**config.mk**
```make
export PLATFORM = sky130hd
export DESIGN_NAME = stopwatch_ctrl_flat
export DESIGN_NICKNAME = d
export VERILOG_FILES = /design/src/rtl/stopwatch_pkg.sv /design/src/rtl/stopwatch_if.sv /design/src/rtl/btn_debounce.sv /design/src/rtl/stopwatch_ctrl.sv /design/src/flat_wrapper.sv
export SDC_FILE = /design/constraint.sdc
export NUM_CORES = 1
export LEC_CHECK = 0
export ABC_AREA = 0
export CAP_MARGIN = 10
export CORE_ASPECT_RATIO = 1.5
export CORE_MARGIN = 3
export CORE_UTILIZATION = 35
export CTS_BUF_LIST = sky130_fd_sc_hd__clkbuf_16
export CTS_CLUSTER_SIZE = 10
export DETAILED_ROUTE_END_ITERATION = 16
export DONT_BUFFER_PORTS = 1
export GPL_TIMING_DRIVEN = 0
export PLACE_DENSITY = 0.6
export SYNTH_ARGS = -nofsm -noshare
export SYNTH_HDL_FRONTEND = slang
export SYNTH_HIERARCHICAL = 1
export SYNTH_SLANG_ARGS = --single-unit
```
**constraint.sdc**
```tcl
create_clock -name clk -period 4.8 [get_ports clk]
set_input_delay 0.96 -clock clk [delete_from_list [all_inputs] [get_ports clk]]
set_output_delay 0.96 -clock clk [all_outputs]
set_load 0.01 [all_outputs]
```
**src/rtl/stopwatch_pkg.sv**
```systemverilog
// stopwatch_pkg: shared state encoding and BCD digit type for the stopwatch front panel
package stopwatch_pkg;
    typedef enum logic [1:0] {IDLE = 2'd0, RUN = 2'd1, PAUSE = 2'd2, LAP = 2'd3} sw_state_e;
    typedef logic [3:0] bcd_t;
    localparam int NUM_DIGITS = 6;
endpackage

```
**src/rtl/stopwatch_if.sv**
```systemverilog
// stopwatch_if: link between the panel controller (master) and the stopwatch counter (slave)
interface stopwatch_if;
    import stopwatch_pkg::*;
    bcd_t d5, d4, d3, d2, d1, d0;
    logic go, clr;
    modport master (input d5, d4, d3, d2, d1, d0, output go, clr);
    modport slave (output d5, d4, d3, d2, d1, d0, input go, clr);
endinterface

```
**src/rtl/btn_debounce.sv**
```systemverilog
// btn_debounce: synchronizes a raw button, accepts changes after DB_CYCLES stable cycles, pulses on press
module btn_debounce #(
    parameter int DB_CYCLES = 1_000_000
) (
    input  logic clk,
    input  logic rst_n,
    input  logic btn_raw,
    output logic btn_stable,
    output logic press_pulse
);
    localparam int CW = $clog2(DB_CYCLES + 1);
    logic          sync1_q, sync2_q;
    logic          stable_q, stable_d;
    logic          pulse_q, pulse_d;
    logic          done;
    logic [CW-1:0] cnt_q, cnt_d;
    always_comb begin
        done     = (sync2_q != stable_q) && (cnt_q == CW'(DB_CYCLES - 1));
        cnt_d    = (sync2_q == stable_q || done) ? '0 : cnt_q + 1'b1;
        stable_d = done ? ~stable_q : stable_q;
        pulse_d  = done & ~stable_q;
    end
    always_ff @(posedge clk or negedge rst_n) begin
        if (!rst_n) begin
            sync1_q  <= 1'b0;
            sync2_q  <= 1'b0;
            stable_q <= 1'b0;
            pulse_q  <= 1'b0;
            cnt_q    <= '0;
        end else begin
            sync1_q  <= btn_raw;
            sync2_q  <= sync1_q;
            stable_q <= stable_d;
            pulse_q  <= pulse_d;
            cnt_q    <= cnt_d;
        end
    end
    assign btn_stable  = stable_q;
    assign press_pulse = pulse_q;
endmodule

```
**src/rtl/stopwatch_ctrl.sv**
```systemverilog
// stopwatch_ctrl: button debounce, start/stop/lap/reset FSM and live/lap display mux
module stopwatch_ctrl
    import stopwatch_pkg::*;
#(
    parameter int DB_CYCLES = 1_000_000
) (
    input  logic        clk,
    input  logic        rst_n,
    input  logic        btn_ss,
    input  logic        btn_lr,
    stopwatch_if.master sw,
    output bcd_t        disp5,
    output bcd_t        disp4,
    output bcd_t        disp3,
    output bcd_t        disp2,
    output bcd_t        disp1,
    output bcd_t        disp0,
    output logic        lap_active,
    output logic [1:0]  state
);
    logic ss_pulse, lr_pulse, lr_only;
    sw_state_e state_q, state_d;
    logic go_q, go_d, clr_q, clr_d, lap_active_q, lap_active_d;
    bcd_t [NUM_DIGITS-1:0] live, lap_q, lap_d, disp_q, disp_d;
    btn_debounce #(.DB_CYCLES(DB_CYCLES)) u_db_ss (
        .clk, .rst_n, .btn_raw(btn_ss), .btn_stable(), .press_pulse(ss_pulse)
    );
    btn_debounce #(.DB_CYCLES(DB_CYCLES)) u_db_lr (
        .clk, .rst_n, .btn_raw(btn_lr), .btn_stable(), .press_pulse(lr_pulse)
    );
    assign live = {sw.d5, sw.d4, sw.d3, sw.d2, sw.d1, sw.d0};
    // start/stop has priority: a lap/reset press in the same cycle is dropped
    always_comb begin
        lr_only = lr_pulse & ~ss_pulse;
        case (state_q)
            IDLE:    state_d = ss_pulse ? RUN : IDLE;
            RUN:     state_d = ss_pulse ? PAUSE : lr_only ? LAP : RUN;
            LAP:     state_d = ss_pulse ? PAUSE : lr_only ? RUN : LAP;
            default: state_d = ss_pulse ? RUN : lr_only ? IDLE : PAUSE;
        endcase
        go_d         = (state_d == RUN) || (state_d == LAP);
        clr_d        = (state_q == PAUSE) && (state_d == IDLE);
        lap_active_d = state_d == LAP;
        lap_d        = (state_q == RUN && state_d == LAP) ? live : lap_q;
        disp_d       = lap_active_d ? lap_d : live;
    end
    always_ff @(posedge clk or negedge rst_n) begin
        if (!rst_n) begin
            state_q      <= IDLE;
            go_q         <= 1'b0;
            clr_q        <= 1'b1;
            lap_active_q <= 1'b0;
            lap_q        <= '0;
            disp_q       <= '0;
        end else begin
            state_q      <= state_d;
            go_q         <= go_d;
            clr_q        <= clr_d;
            lap_active_q <= lap_active_d;
            lap_q        <= lap_d;
            disp_q       <= disp_d;
        end
    end
    assign sw.go      = go_q;
    assign sw.clr     = clr_q;
    assign lap_active = lap_active_q;
    assign state      = state_q;
    assign {disp5, disp4, disp3, disp2, disp1, disp0} = disp_q;
endmodule

```
**src/flat_wrapper.sv**
```systemverilog
// flat-port wrapper written by rule: the top's interface ports become plain ports
module stopwatch_ctrl_flat import stopwatch_pkg::*;
#(
    parameter int DB_CYCLES = 1_000_000
)
  (clk, rst_n, btn_ss, btn_lr, disp5, disp4, disp3, disp2, disp1, disp0, lap_active, state, sw_d5, sw_d4, sw_d3, sw_d2, sw_d1, sw_d0, sw_go, sw_clr);
  stopwatch_if sw_i ();
  input  logic clk;
  input  logic rst_n;
  input  logic btn_ss;
  input  logic btn_lr;
  output bcd_t disp5;
  output bcd_t disp4;
  output bcd_t disp3;
  output bcd_t disp2;
  output bcd_t disp1;
  output bcd_t disp0;
  output logic lap_active;
  output logic [1:0] state;
  input wire logic [$bits(sw_i.d5)-1:0] sw_d5;
  input wire logic [$bits(sw_i.d4)-1:0] sw_d4;
  input wire logic [$bits(sw_i.d3)-1:0] sw_d3;
  input wire logic [$bits(sw_i.d2)-1:0] sw_d2;
  input wire logic [$bits(sw_i.d1)-1:0] sw_d1;
  input wire logic [$bits(sw_i.d0)-1:0] sw_d0;
  output wire logic [$bits(sw_i.go)-1:0] sw_go;
  output wire logic [$bits(sw_i.clr)-1:0] sw_clr;
  assign sw_i.d5 = sw_d5;
  assign sw_i.d4 = sw_d4;
  assign sw_i.d3 = sw_d3;
  assign sw_i.d2 = sw_d2;
  assign sw_i.d1 = sw_d1;
  assign sw_i.d0 = sw_d0;
  assign sw_go = sw_i.go;
  assign sw_clr = sw_i.clr;
  stopwatch_ctrl #(.DB_CYCLES(DB_CYCLES)) u_core (.clk(clk), .rst_n(rst_n), .btn_ss(btn_ss), .btn_lr(btn_lr), .sw(sw_i), .disp5(disp5), .disp4(disp4), .disp3(disp3), .disp2(disp2), .disp1(disp1), .disp0(disp0), .lap_active(lap_active), .state(state));
endmodule
```
# Word level (Yosys, flattened, before mapping)
# Index checks and enable logic that the tools add are counted.
# word_totals
register_bits	101
elab_cells	66
output_inout_bits	29
input_bits	28
# op_classes
n_addsub	2
n_reduce_logical	9
muxes	12
n_eq_ne	11
bitwise	6
# ops
operator	count
24-bit two-way mux	2
20-bit by 1-bit adder with 20-bit output (second input constant)	2
20-bit == test (second input constant)	2
20-bit two-way mux	2
2-bit two-way mux	6
2-bit == test (second input constant)	3
2-bit one-hot mux with 3 select lines	1
2-bit by 1-bit == test with 1-bit output (second input constant)	2
1-bit logical AND	4
2-bit zero test	2
1-bit bitwise AND	3
1-bit logical OR	3
1-bit inverter	3
1-bit == test	2
1-bit inequality test	2
1-bit two-way mux	1

# Depth between registers and ports, before layout
# logic_depth
word_depth	9
mapped_depth	6
mapped_depth_nobuf	5

# Hierarchy
# The synthesis kept the hierarchy.
# modules_own_cells
module	seq_area_each_um2	area_each_um2	instances	cells_per_inst
btn_debounce	600.6	1128.6	2	109
stopwatch_ctrl	1302.5	2204.6	1	116

# Worst setup path before layout
# No wires, ideal clock.
# synth_timing
path_type	reg-to-reg
start	register u_core.u_db_lr.cnt_q[12]
end	register u_core.u_db_lr.stable_q (netlist: u_core/u_db_lr/btn_stable)
path_slack_ns	2.737
n_path_buf	0
path_stages_with_launch	5
required_time_ns	4.675
arrival_time_ns	1.939
setup_ns	0.125
period_less_slack_ns	2.063
cell_sequence	dfrtp_1 or4_1 or4_4 nor2_2 mux2_2
# synth_via
elab_chain_len	2
# synth_rtl
item	line_no	source
start, declared	btn_debounce.sv:16	logic [CW-1:0] cnt_q, cnt_d;
start signal, assigned	btn_debounce.sv:35	cnt_q <= cnt_d;
20-bit == test	btn_debounce.sv:18	done = (sync2_q != stable_q) && (cnt_q == CW'(DB_CYCLES - 1));
1-bit logical AND	btn_debounce.sv:18	
end signal, assigned	btn_debounce.sv:33	stable_q <= stable_d;
end, declared	btn_debounce.sv:13	logic stable_q, stable_d;
# No other way between the ends.
# A chain may end at the register's enable or synchronous reset.

# Worst setup path in the final report
# layout_timing
start	register u_core.u_db_ss.cnt_q[0]
end	register u_core.u_db_ss.stable_q (netlist: u_core/u_db_ss/btn_stable)
# layout_via
elab_chain_len	2
# layout_rtl
item	line_no
start, declared	btn_debounce.sv:16
start signal, assigned	btn_debounce.sv:35
20-bit == test	btn_debounce.sv:18
1-bit logical AND	btn_debounce.sv:18
end signal, assigned	btn_debounce.sv:33
end, declared	btn_debounce.sv:13
# No other way between the ends.

==> out/qor.log <==
qor: outcome.outcome complete, no violations
qor: clock_tree.cts_num_sinks 100
qor: critical_path.worstPathArrival 2.48 ns
qor: detailed_routing.initialDrtViolationCount 102
qor: synth.netlist_area 0.00446 sq mm
qor: critical_path.worst-setup-path-type reg -> reg
qor: critical_path.timing.critical_path.slowest_stage_cell or4_4
qor: synth.syn_area_per_cell 13.4 sq um
qor: synth.postSynthCellCount 334
qor: global_route.grt_overflow 0
qor: synth.yosysWarnings 6
qor: detailed_routing.antenna_violating_nets_post_route 0
qor: power.power_per_cell_area 325 mW/mm^2
qor: place.place_hpwl 5180 microns
qor: critical_path.timing.critical_path.to_type flip-flop
qor: layout.antenna-diode-count 0
qor: sta.timing.max_slew.rel_slack 0.561
qor: clock_tree.clkTransAtPathRegs 0.07 ns
qor: clock_tree.cts_max_path_buffers 2
qor: detailed_routing.routed_wirelength 7600 microns
qor: global_route.global_route_wire_length_before_repair 13100 microns
qor: critical_path.critical_path_required 5.02 ns
qor: detailed_routing.dr_pass1_iterations 5
qor: critical_path.crit_family simple AND/OR/NAND/NOR gates
qor: die.design.die.area 0.0142 sq mm
qor: global_route.grt_max_degree 101
qor: critical_path.critical_path.max_fanout 8
qor: power.total_power 1.61 mW
qor: layout.final_layout_size_suffix_gt1_frac 0.244
qor: detailed_routing.drt-vias-per-instance 4.94
qor: sta.post-route-period-util 0.470
qor: clock_tree.cts_root_buf clkbuf_16
qor: die.dieWidth 98.2 microns
qor: sta.final-max-slew-violation-count 0
qor: synth.syn-num-nets 364
qor: critical_path.critical_path_buf_inv_count 0
qor: die.initial_utilization 0.366
qor: sta.final.setup.tns 0 ns
qor: layout.num-nets-final 375
qor: power.leakagePower 2.12 nW
qor: detailed_routing.post_drt_wl_per_cell 15.1 microns
qor: clock_tree.tritoncts yes
qor: synth.yosysUniqueCellTypes 34
qor: die.io_pins 57
qor: clock_tree.cts-htree-levels 3
qor: clock_tree.post-cts-setup-buffer-count 0
qor: die.y_dimension_of_the_die 144 microns
qor: place.routabilityCongestion 0.789
qor: global_route.antenna_found_initial 1
qor: critical_path.crit_path_max_incr_delay 0.67 ns
qor: die.row_count 49
qor: global_route.first_global_vias 2635
qor: clock_tree.cts_hold_buffers 0
qor: sta.setup_repair_after_global_routing_missed_its_margin no
qor: global_route.global_route.usage.total 0.116
qor: clock_tree.cts-buffers-inserted 9
qor: die.core_area 0.0122 sq mm
qor: synth.ys_seq_area_frac 0.561
qor: job.max_capacitance_violation_total 0
qor: place.port_buffers 0
qor: detailed_routing.via_count_of_the_routed_design 2478
qor: synth.synth.ff_latch_count 100
qor: critical_path.crit_path_cell_trace ha_1 -> nand3_1 -> or4_4 -> nor2_2 -> mux2_2
qor: sta.timing.clock.skew 0.00742 ns
qor: clock_tree.postCtsResizedCells 0
qor: layout.area_growth 10.8%
qor: sta.setup_viol_count_final 0
qor: sta.maximum_clock_frequency 443 MHz
qor: power.ir_worst_vdd 165 uV
qor: detailed_routing.drt_drc_violations_left 0
qor: hold_path.min-delay-path-class in -> async
qor: clock_tree.clk_latency 0.34 ns
qor: critical_path.start_kind flip-flop
qor: sta.report.final.hold_viol_count 0
qor: sta.post-route-min-period 2.26 ns
qor: sta.worst_pin_slew 0.652 ns
placed cells by master, fill, tap and decap left out, drive strengths merged:
cell	synthesis	routed
nor4	10	10
buf	7	7
clkbuf	0	9
and3	2	2
xor2	5	5
a21oi	3	3
nor3	12	12
or4	4	4
mux2	50	50
clkinvlp	0	2
and3b	2	2
dfstp	1	1
nor2	46	46
nand4	10	10
a31o	2	2
bufinv	0	1
xnor2	28	28
nand4b	2	2
nand2b	5	5
or4b	2	2
nand3	10	10
nor3b	1	1
ha	2	2
clkinv	0	3
o2bb2ai	1	1
o21ai	6	6
inv	10	10
nand2	10	10
mux2i	4	4
dfrtp	99	99
where the power goes:
group	total (mW)	internal, mW	switching (mW)	leakage (nW)
Clock	0.702	0.401	0.301	0.135
Combinational	0.0315	0.0189	0.0126	0.665
Sequential	0.873	0.859	0.0144	1.32
Total	1.61	1.28	0.328	2.12
per-stage QoR:
| stage | cell area [sq um] | setup slack [ns] | hold WS [ns] | cells | util |
|---|---|---|---|---|---|
| 2_1_floorplan | 4460 | 2.74 | 0.331 | 334 | - |
| 3_3_place_gp | 4650 | 2.57 | 0.336 | 487 | 0.381 |
| 3_5_place_dp | 4650 | 2.56 | 0.341 | 487 | 0.381 |
| 4_1_cts | 4940 | 2.53 | 0.298 | 502 | 0.405 |
| 5_1_grt | 4940 | 2.40 | 0.286 | 502 | 0.405 |
| 6_report | 4940 | 2.54 | 0.311 | 502 | 0.405 |
cell families after synthesis:
logic type                 Yosys count  synth area share
AOI/OAI and AO/OA                   12            0.0210
and+or+nand+nor                    116             0.146
xor gates and xnor gates            33            0.0648
buffers and inverters               17            0.0331
adders and majority gates            2           0.00561
muxes                               54             0.169
DFF                                100             0.561
sequential cells by signal (all words and copies together) (netlist names):
| register | cells |
|---|---|
| u_core/disp0 | 4 |
| u_core/disp1 | 4 |
| u_core/disp2 | 4 |
| u_core/disp3 | 4 |
| u_core/disp4 | 4 |
| u_core/disp5 | 4 |
| u_core/lap_active | 1 |
| u_core/lap_q | 24 |
| u_core/state | 2 |
| u_core/sw.clr | 1 |
| u_core/u_db_lr/btn_stable | 1 |
| u_core/u_db_lr/cnt_q | 20 |
| u_core/u_db_lr/press_pulse | 1 |
| u_core/u_db_lr/sync1_q | 1 |
| u_core/u_db_lr/sync2_q | 1 |
| u_core/u_db_ss/btn_stable | 1 |
| u_core/u_db_ss/cnt_q | 20 |
| u_core/u_db_ss/press_pulse | 1 |
| u_core/u_db_ss/sync1_q | 1 |
| u_core/u_db_ss/sync2_q | 1 |
final timing paths:
kind | depth (start not counted) | slack (ns) | to | from
min | 0 | 0.31 | u_core/lap_q[21]$_DFF_PN0_ | rst_n
min in group clk | 0 | 0.35 | u_core/u_db_lr/sync2_q$_DFF_PN0_ | u_core/u_db_lr/sync1_q$_DFF_PN0_
max in group asynchronous | 0 | 4.27 | u_core/sw.clr$_DFF_PN1_ | rst_n
max | 5 | 2.54 | u_core/u_db_ss/btn_stable$_DFFE_PN0P_ | u_core/u_db_ss/cnt_q[0]$_DFF_PN0_
min reg2reg | 0 | 0.35 | u_core/u_db_lr/sync2_q$_DFF_PN0_ | u_core/u_db_lr/sync1_q$_DFF_PN0_
max reg2reg | 5 | 2.54 | u_core/u_db_ss/btn_stable$_DFFE_PN0P_ | u_core/u_db_ss/cnt_q[0]$_DFF_PN0_
metal layers:
metal | GRT usage | wire, microns | vias to the layer above
li1 | - | - | 1178
met1 | 0.133 | 3130 | 1233
met2 | 0.199 | 3930 | 58
met3 | 0.0381 | 395 | 7
met4 | 0.0496 | 135 | 2
met5 | 0 | 7 | -
cell usage after synthesis:
| cell type | count | area share |
|---|---|---|
| dfrtp_1 | 99 | 0.56 |
| nor2_1 | 42 | 0.035 |
| mux2_4 | 40 | 0.13 |
| xnor2_1 | 28 | 0.055 |
| nor3_1 | 12 | 0.013 |
| inv_1 | 10 | 0.0084 |
| mux2_2 | 10 | 0.025 |
| nand2_1 | 10 | 0.0084 |
| nand3_1 | 10 | 0.011 |
| nand4_1 | 10 | 0.014 |
| nor4_1 | 10 | 0.014 |
| xor2_1 | 5 | 0.0098 |
| buf_12 | 4 | 0.018 |
| mux2i_1 | 4 | 0.0090 |
| o21ai_0 | 4 | 0.0045 |
| a21oi_1 | 3 | 0.0034 |
| nand2b_4 | 3 | 0.0093 |
| a31o_2 | 2 | 0.0039 |
| and3_1 | 2 | 0.0028 |
| and3b_1 | 2 | 0.0039 |
| buf_6 | 2 | 0.0050 |
| ha_1 | 2 | 0.0056 |
| nand2b_1 | 2 | 0.0028 |
| nand4b_1 | 2 | 0.0039 |
| nor2_2 | 2 | 0.0028 |
| nor2_8 | 2 | 0.0090 |
| o21ai_4 | 2 | 0.0073 |
| or4_1 | 2 | 0.0034 |
| or4_4 | 2 | 0.0050 |
| or4b_1 | 2 | 0.0045 |
| buf_4 | 1 | 0.0017 |
| dfstp_2 | 1 | 0.0059 |
| nor3b_1 | 1 | 0.0017 |
| o2bb2ai_1 | 1 | 0.0020 |
final cells by class:
cell class	count	area (sq um)
multi-input combinational	217	1810
sequential	100	2500
clock inverter	6	66.3
clock buffer	9	225
fill	1101	7260
tap	153	191
buffer	7	110
inverter	10	37.5
Note: power is estimated with default switching activity, not from simulation.
